[src/rtl/one_bit_seq_pkg.sv]
// one_bit_pkg: shared types and constants for the one-bit CPU sequencer
package one_bit_pkg;
  typedef enum logic [1:0] {IDLE, RUN, HALT} state_t;
  localparam logic [1:0] HALT_NONE  = 2'd0;
  localparam logic [1:0] HALT_SELF  = 2'd1;
  localparam logic [1:0] HALT_LIMIT = 2'd2;
  localparam logic [1:0] HALT_STOP  = 2'd3;
  localparam logic CMD_XOR = 1'b0;
  localparam logic CMD_JMP = 1'b1;
endpackage

[src/rtl/one_bit_seq_if.sv]
// one_bit_seq_if: ALU hookup and trace port of the one-bit CPU sequencer
//   alu_code/alu_reg/alu_pc   : sequencer -> ALU operands
//   alu_reg_nxt/alu_pc_nxt    : ALU -> sequencer results
//   trace_valid/pc/code/reg   : committed-instruction record, ready from consumer
interface one_bit_seq_if;
  logic [1:0] alu_code;
  logic       alu_reg;
  logic       alu_pc;
  logic       alu_reg_nxt;
  logic       alu_pc_nxt;
  logic       trace_valid;
  logic       trace_ready;
  logic       trace_pc;
  logic [1:0] trace_code;
  logic       trace_reg;
  modport master (
    output alu_code, alu_reg, alu_pc, trace_valid, trace_pc, trace_code, trace_reg,
    input  alu_reg_nxt, alu_pc_nxt, trace_ready
  );
  modport slave (
    input  alu_code, alu_reg, alu_pc, trace_valid, trace_pc, trace_code, trace_reg,
    output alu_reg_nxt, alu_pc_nxt, trace_ready
  );
endinterface

[src/rtl/one_bit_seq_trace_slot.sv]
// one_bit_trace_slot: single-entry valid/ready register for committed instructions
//   clr   : drop any held entry (run restart)
//   load  : capture new_* and raise valid; wins over a same-cycle drain
//   ready : consumer accepts the held entry
module one_bit_trace_slot (
  input  logic       clk,
  input  logic       rst_n,
  input  logic       clr,
  input  logic       load,
  input  logic       ready,
  input  logic       new_pc,
  input  logic [1:0] new_code,
  input  logic       new_reg,
  output logic       trace_valid,
  output logic       trace_pc,
  output logic [1:0] trace_code,
  output logic       trace_reg
);
  always_ff @(posedge clk or negedge rst_n)
    if (!rst_n) begin
      trace_valid <= 1'b0;
      trace_pc    <= 1'b0;
      trace_code  <= 2'b00;
      trace_reg   <= 1'b0;
    end else if (clr) begin
      trace_valid <= 1'b0;
    end else if (load) begin
      trace_valid <= 1'b1;
      trace_pc    <= new_pc;
      trace_code  <= new_code;
      trace_reg   <= new_reg;
    end else if (ready) begin
      trace_valid <= 1'b0;
    end
endmodule

[src/rtl/one_bit_seq.sv]
// one_bit_seq: REG/PC state, 2-entry instruction store and run control for the one-bit CPU
//   prog_we/addr/data : store write (ignored while running)
//   start/step_mode/step/stop : run control
//   busy/halted/halt_cause/cycle_cnt : status
//   bus (master)      : external ALU operands/results and trace port
module one_bit_seq
  import one_bit_pkg::*;
#(
  parameter int CYC_W   = 8,
  parameter int MAX_CYC = 255
) (
  input  logic             clk,
  input  logic             rst_n,
  input  logic             prog_we,
  input  logic             prog_addr,
  input  logic [1:0]       prog_data,
  input  logic             start,
  input  logic             step_mode,
  input  logic             step,
  input  logic             stop,
  output logic             busy,
  output logic             halted,
  output logic [1:0]       halt_cause,
  output logic [CYC_W-1:0] cycle_cnt,
  one_bit_seq_if.master    bus
);
  state_t     state_q, state_d;
  logic [1:0] cause_d;
  logic       reg_q, pc_q;
  logic [1:0] mem [2];
  logic [1:0] code;
  logic       enter_run, commit, self_jmp, at_limit;
  assign code      = mem[pc_q];
  assign busy      = state_q == RUN;
  assign halted    = state_q == HALT;
  assign enter_run = start && !busy;
  // a held trace entry blocks the next commit until the consumer takes it
  assign commit    = busy && (!step_mode || step) && (!bus.trace_valid || bus.trace_ready) && !stop;
  assign self_jmp  = code[1] == CMD_JMP && code[0] == pc_q;
  assign at_limit  = cycle_cnt + CYC_W'(1) == CYC_W'(MAX_CYC);
  assign bus.alu_code = code;
  assign bus.alu_reg  = reg_q;
  assign bus.alu_pc   = pc_q;
  always_comb begin
    state_d = state_q;
    cause_d = halt_cause;
    if (enter_run) begin
      state_d = RUN;
      cause_d = HALT_NONE;
    end else if (busy && stop) begin
      state_d = HALT;
      cause_d = HALT_STOP;
    end else if (commit && (self_jmp || at_limit)) begin
      state_d = HALT;
      cause_d = self_jmp ? HALT_SELF : HALT_LIMIT;
    end
  end
  always_ff @(posedge clk or negedge rst_n)
    if (!rst_n) begin
      state_q    <= IDLE;
      halt_cause <= HALT_NONE;
      reg_q      <= 1'b0;
      pc_q       <= 1'b0;
      cycle_cnt  <= '0;
      mem[0]     <= 2'b00;
      mem[1]     <= 2'b00;
    end else begin
      state_q    <= state_d;
      halt_cause <= cause_d;
      if (prog_we && !busy) mem[prog_addr] <= prog_data;
      if (enter_run) begin
        reg_q     <= 1'b0;
        pc_q      <= 1'b0;
        cycle_cnt <= '0;
      end else if (commit) begin
        reg_q     <= bus.alu_reg_nxt;
        pc_q      <= bus.alu_pc_nxt;
        cycle_cnt <= cycle_cnt + CYC_W'(1);
      end
    end
  one_bit_trace_slot u_trace (
    .clk         (clk),
    .rst_n       (rst_n),
    .clr         (enter_run),
    .load        (commit),
    .ready       (bus.trace_ready),
    .new_pc      (pc_q),
    .new_code    (code),
    .new_reg     (bus.alu_reg_nxt),
    .trace_valid (bus.trace_valid),
    .trace_pc    (bus.trace_pc),
    .trace_code  (bus.trace_code),
    .trace_reg   (bus.trace_reg)
  );
endmodule

[src/flat_wrapper.sv]
// flat-port wrapper written by rule: the top's interface ports become plain ports
module one_bit_seq_flat import one_bit_pkg::*;
#(
  parameter int CYC_W   = 8,
  parameter int MAX_CYC = 255
)
  (clk, rst_n, prog_we, prog_addr, prog_data, start, step_mode, step, stop, busy, halted, halt_cause, cycle_cnt, bus_alu_code, bus_alu_reg, bus_alu_pc, bus_trace_valid, bus_trace_pc, bus_trace_code, bus_trace_reg, bus_alu_reg_nxt, bus_alu_pc_nxt, bus_trace_ready);
  one_bit_seq_if bus_i ();
  input  logic clk;
  input  logic rst_n;
  input  logic prog_we;
  input  logic prog_addr;
  input  logic [1:0] prog_data;
  input  logic start;
  input  logic step_mode;
  input  logic step;
  input  logic stop;
  output logic busy;
  output logic halted;
  output logic [1:0] halt_cause;
  output logic [CYC_W-1:0] cycle_cnt;
  output wire logic [$bits(bus_i.alu_code)-1:0] bus_alu_code;
  output wire logic [$bits(bus_i.alu_reg)-1:0] bus_alu_reg;
  output wire logic [$bits(bus_i.alu_pc)-1:0] bus_alu_pc;
  output wire logic [$bits(bus_i.trace_valid)-1:0] bus_trace_valid;
  output wire logic [$bits(bus_i.trace_pc)-1:0] bus_trace_pc;
  output wire logic [$bits(bus_i.trace_code)-1:0] bus_trace_code;
  output wire logic [$bits(bus_i.trace_reg)-1:0] bus_trace_reg;
  input wire logic [$bits(bus_i.alu_reg_nxt)-1:0] bus_alu_reg_nxt;
  input wire logic [$bits(bus_i.alu_pc_nxt)-1:0] bus_alu_pc_nxt;
  input wire logic [$bits(bus_i.trace_ready)-1:0] bus_trace_ready;
  assign bus_alu_code = bus_i.alu_code;
  assign bus_alu_reg = bus_i.alu_reg;
  assign bus_alu_pc = bus_i.alu_pc;
  assign bus_trace_valid = bus_i.trace_valid;
  assign bus_trace_pc = bus_i.trace_pc;
  assign bus_trace_code = bus_i.trace_code;
  assign bus_trace_reg = bus_i.trace_reg;
  assign bus_i.alu_reg_nxt = bus_alu_reg_nxt;
  assign bus_i.alu_pc_nxt = bus_alu_pc_nxt;
  assign bus_i.trace_ready = bus_trace_ready;
  one_bit_seq #(.CYC_W(CYC_W), .MAX_CYC(MAX_CYC)) u_core (.clk(clk), .rst_n(rst_n), .prog_we(prog_we), .prog_addr(prog_addr), .prog_data(prog_data), .start(start), .step_mode(step_mode), .step(step), .stop(stop), .busy(busy), .halted(halted), .halt_cause(halt_cause), .cycle_cnt(cycle_cnt), .bus(bus_i));
endmodule
[config.mk]
export PLATFORM = sky130hd
export DESIGN_NAME = one_bit_seq_flat
export DESIGN_NICKNAME = d
export VERILOG_FILES = /design/src/rtl/one_bit_seq_pkg.sv /design/src/rtl/one_bit_seq_if.sv /design/src/rtl/one_bit_seq_trace_slot.sv /design/src/rtl/one_bit_seq.sv /design/src/flat_wrapper.sv
export SDC_FILE = /design/constraint.sdc
export NUM_CORES = 1
export LEC_CHECK = 0
export CAP_MARGIN = 25
export CORE_MARGIN = 2
export CORE_UTILIZATION = 49
export CTS_CLUSTER_DIAMETER = 120
export DETAILED_ROUTE_END_ITERATION = 12
export GPL_ROUTABILITY_DRIVEN = 0
export PLACE_DENSITY = 0.94
export SKIP_LAST_GASP = 1
export SYNTH_ARGS = -nofsm -noshare
export SYNTH_HDL_FRONTEND = slang
export SYNTH_SLANG_ARGS = --single-unit
[constraint.sdc]
create_clock -name clk -period 4.7 [get_ports clk]
set_clock_uncertainty 0.15 [all_clocks]
set_input_delay 0.94 -clock clk [delete_from_list [all_inputs] [get_ports clk]]
set_output_delay 0.94 -clock clk [all_outputs]
set_load 0.02 [all_outputs]
; Word-level counts from Yosys, hierarchy flattened
; Index checks and enable logic that the tools add are counted.
[word_totals]
output_inout_bits = 21
wordCells = 64
inputBits = 13
ff_bits = 23
[classes]
n_addsub = 1
bitwise = 3
eq_ne = 4
mux = 22
n_reduce_logical = 20
n_lt_le_gt_ge = 3
[op_table]
columns = cell, n
row1 = 2-bit two-way mux, 11
row2 = 8-bit two-way mux, 2
row3 = 1-bit logical AND, 9
row4 = "8-bit by 1-bit adder with 8-bit output, second input constant", 1
row5 = "8-bit equality test, second input constant", 1
row6 = 1-bit two-way mux, 7
row7 = 3-bit nonzero test, 2
row8 = 4-bit bitwise mux, 1
row9 = "2-bit greater-or-equal comparator, second input constant", 2
row10 = 1-bit zero test, 4
row11 = 1-bit inverter with 2-bit output, 2
row12 = 1-bit logical OR, 3
row13 = 2-bit demux with 1-bit select, 1
row14 = "2-bit by 1-bit equality test with 1-bit output, second input constant", 1
row15 = "2-bit equality test, second input constant", 1
row16 = "2-bit by 1-bit less-than comparator with 1-bit output, second input constant", 1
row17 = 2-bit AND reduction, 1
row18 = 2-bit nonzero test, 1
row19 = 1-bit equality test, 1
row20 = 1-bit inverter, 1

; Depth between registers and ports, before layout
[depth]
depth_word = 11
depth_mapped = 6
depth_no_buf = 6

; Hierarchy
; A second synthesis with hierarchy kept.
[hier_totals]
hier_cells = 120
hier_area_um2 = 1183.6
[modules_own_cells]
columns = mod, seq_area_each_um2, area_per_inst_um2, n_inst, cells_per_inst
row1 = one_bit_seq, 450.4, 984.7, 1, 107
row2 = one_bit_trace_slot, 125.1, 198.9, 1, 13

; Worst setup path after synthesis
; Ideal clock, no wire load.
[synth_path]
path_kind = input-to-reg
from = in stop
to = reg u_core.halt_cause[0]
setup_ns = 0.126
path_buffers = 1
required_ns = 4.424
path_stages = 4
path_slack_ns = 2.097
t_arrival_ns = 2.327
cell_sequence = or4_1 -> clkbuf_1 -> or3_1 -> a311o_1
[synth_between]
elab_chain_cells = 4
[synth_lines]
columns = element, line
row1 = start: declaration, flat_wrapper.sv:17  ; input logic stop;
row2 = 1-bit zero test, one_bit_seq.sv:38  ; assign commit = busy && (!step_mode || step) && (!bus.trace_valid || bus.trace_ready) && !stop;
row3 = 1-bit logical AND, one_bit_seq.sv:38
row4 = 1-bit logical AND, one_bit_seq.sv:53  ; end else if (commit && (self_jmp || at_limit)) begin
row5 = 3-bit nonzero test (no line), -
row6 = end signal: assignment, one_bit_seq.sv:69  ; halt_cause <= cause_d;
row7 = end: declaration, one_bit_seq.sv:23  ; output logic [1:0] halt_cause,
; Several ways; a longest one is shown, not always the timed one.
; A chain may end at the register's enable or synchronous reset.

; Final worst setup path
[layout_path]
from = in bus_trace_ready
to = reg u_core.halt_cause[0]
[layout_between]
elab_chain_cells = 5
[layout_lines]
columns = element, line
row1 = start: declaration, flat_wrapper.sv:31  ; input wire logic [$bits(bus_i.trace_ready)-1:0] bus_trace_ready;
row2 = 1-bit logical OR, one_bit_seq.sv:38
row3 = 1-bit logical AND (2 in a row), one_bit_seq.sv:38
row4 = 1-bit logical AND, one_bit_seq.sv:53
row5 = 3-bit nonzero test (no line), -
; No other way between the ends.

==> results.sh <==
export IMPL_report_final_slew_viol_count=0
export IMPL_setup_violations_final=0
export IMPL_async_flop_share=1.00
export IMPL_grt_use_met1=0.264
export IMPL_finalHoldViolations=0
export IMPL_start_kind="input pin"
export IMPL_drtIter0Drc=40
export IMPL_postCtsResizedCells=0
export IMPL_ant_nets=0
export IMPL_syn_instance_count=121
export IMPL_std_cell_rows=17
export IMPL_wirelength_mm=2.69
export IMPL_tightest_slew_ns=0.549
export IMPL_synth_edf_count=0
export IMPL_cp_data_arrival_time_ns=3.03
export IMPL_clk_insertion_delay_late_ns=0.31
export IMPL_top_usage_layer="met2"
export IMPL_finalSetupTns_ns=0
export IMPL_ios=34
export IMPL_vias=1047
export IMPL_seq_power_share=0.386
export IMPL_max_freq_mhz=336
export IMPL_syn_area_per_cell_um2=9.36
export IMPL_synth_area_um2=1130
export IMPL_synth_commonest_cells="nand2_1, dfrtp_1, o21ai_0, nor2_1, nand3_1"
export IMPL_antenna_found_initial=0
export IMPL_ys_ff_latch=23
export IMPL_grt_use_met2=0.371
export IMPL_switching_share=0.407
export IMPL_powerDensity_nw_per_um2=541
export IMPL_synth_area_leaders="dfrtp_1, nand2_1, o21ai_0"
export IMPL_slew_headroom=0.634
export IMPL_cts_max_path_buffers=2
export IMPL_period_minus_slack_ns=2.98
export IMPL_grt_first_pass_wirelength_mm=4.26
export IMPL_n_fill_cell=156
export IMPL_dieArea_um2=2710
export IMPL_worstSetupPathType="input pin to flip-flop"
export IMPL_placed_area_um2=1500
export IMPL_grt_max_degree=24
export IMPL_post_drt_wl_per_cell_um=14.6
export IMPL_combPwrFrac=0.505
export IMPL_cp_end_kind="flip-flop"
export IMPL_switching_power_w=0.000343
export IMPL_drcViolationCount=0
export IMPL_post_cts_buffers=0
export IMPL_ir_drop_uv=419
export IMPL_period_share=0.634
export IMPL_ys_types=30
export IMPL_drv_cap=0
export IMPL_cts_sinks=23
export IMPL_yosysWarnings=0
export IMPL_die_height_um=52.1
export IMPL_cts_root_buf="clkbuf_4"
export IMPL_grtUsageMet3=0.0287
export IMPL_ys_seq_area_frac=0.508
export IMPL_area_growth_pct=37.2
export IMPL_drt_pre_antenna_iters=4
export IMPL_p_int_w=0.000498
export IMPL_antenna_diode_count=0
export IMPL_core_area_um2=2190
export IMPL_drive_gt1_frac=0.0955
export IMPL_rsz0062_at_grt="false"
export IMPL_grtUsageTotal=0.212
export IMPL_cp_data_required_time_ns=4.75
export IMPL_place_port_buffers=33
export IMPL_regMostFlops="u_core.cycle_cnt"
export IMPL_netlist_top_cell_by_area="dfrtp_1"
export IMPL_synth_fp_nets=136
export IMPL_top_regs="u_core.cycle_cnt x8, u_core.mem x4"
export IMPL_h_tree_depth=1
export IMPL_status="complete, no violations"
export IMPL_cts_tree="done"
export IMPL_leakage_nw=0.677
export IMPL_hold_class="flip-flop to flip-flop"
export IMPL_synth_most_common_cell="nand2_1"
export IMPL_clkTransAtPathRegs_ns=0.13
export IMPL_cts_buffers_inserted=3
export IMPL_synth_top_area_frac=0.508
export IMPL_largest_reg_flops=8
export IMPL_dp_hpwl_mm=1.95
export IMPL_die_w_um=52.1
export IMPL_final_core_util=0.709
export IMPL_post_route_cell_area_um2=1550
export IMPL_ctsHoldBuffers=0
export IMPL_synth_top_flop_cell="dfrtp_1"
export IMPL_viasPerCell=5.66
export IMPL_p_clk_frac=0.109
export IMPL_crit_path_max_fanout=16
export IMPL_grt_pass1_vias=965
export IMPL_nets=173
export IMPL_overflow=0
export IMPL_start_util=0.517
## cells by family after synthesis
logic type | synth area share
adders and majority gates | 0.0221
AOI/OAI and AO/OA | 0.145
xor gates and xnor gates | 0.0155
DFF | 0.508
muxes | 0.0497
buffers and inverters | 0.0199
and+or+nand+nor | 0.240
## placed cells by master (no fill, tap or decap), drive strengths merged
cell type	instances
a221o	1
ha	2
a21oi	4
inv	3
clkbuf	4
nand3	8
or3	2
nand2b	2
o21ai	13
or4	1
o31ai	2
nor4	1
nor2b	3
buf	2
nor3	1
dfrtp	23
nand2	24
and2b	1
a211o	1
a211oi	1
and2	3
a311o	1
nor2	10
a21o	1
o21a	1
clkdlybuf4s50	33
a31oi	2
mux2	5
xor2	2
## per-stage QoR
| step | total power, W | std cells | setup slack (ns) | hold WS, ns |
|---|---|---|---|---|
| 2_1_floorplan | 0.000555 | 121 | 2.10 | 0.332 |
| 3_5_place_dp | 0.000744 | 180 | 1.38 | 0.322 |
| 5_1_grt | 0.000887 | 185 | 1.68 | 0.400 |
| 6_report | 0.000841 | 185 | 1.72 | 0.360 |
| 4_1_cts | 0.000836 | 184 | 1.72 | 0.359 |
| 3_3_place_gp | 0.000726 | 180 | 1.43 | 0.317 |
## final timing paths
path | end | from | slack [ns] | cells past startpoint
max in group asynchronous | u_core.u_trace.trace_valid | rst_n | 3.37 | 2
worst min register to register | u_core.u_trace.trace_code[0] | u_core.u_trace.trace_code[0] | 0.36 | 2
worst max-delay path | u_core.halt_cause[0] | bus_trace_ready | 1.72 | 5
worst max register to register | u_core.halt_cause[0] | u_core.state_q[1] | 2.24 | 4
min in group asynchronous | u_core.mem[1] | rst_n | 0.68 | 1
worst min-delay path | u_core.u_trace.trace_code[0] | u_core.u_trace.trace_code[0] | 0.36 | 2
## power groups by stage
| stage | clock [W] | combinational (W) | sequential, W |
|---|---|---|---|
| global route | 0.0000994 | 0.000454 | 0.000333 |
| floorplan | 0 | 0.000190 | 0.000364 |
| global placement | 0 | 0.000405 | 0.000322 |
| detailed placement | 0 | 0.000418 | 0.000326 |
| finish | 0.0000921 | 0.000425 | 0.000324 |
| CTS | 0.0000912 | 0.000423 | 0.000322 |
## per-layer routing
metal,vias to the layer above,share of wire
met2,49,0.52
met3,5,0.071
met5,-,0
met1,505,0.39
li1,488,-
met4,0,0.010
## worst max-delay path: stages
cell	delay, ns
clkdlybuf4s50_1	0.46
nor2b_1	0.07
or4_1	0.74
or3_1	0.48
a311o_1	0.35
## area by class of cell
type / instances / area, um^2 / area share
well taps: 28 / 35.0 / 0.0225
multi-input cells: 92 / 541 / 0.348
flip-flops and latches: 23 / 576 / 0.370
clock buffers: 4 / 26.3 / 0.0169
repair buffers: 35 / 365 / 0.235
inverters: 3 / 11.3 / 0.00725
Note: power is estimated with default switching activity, not from simulation.
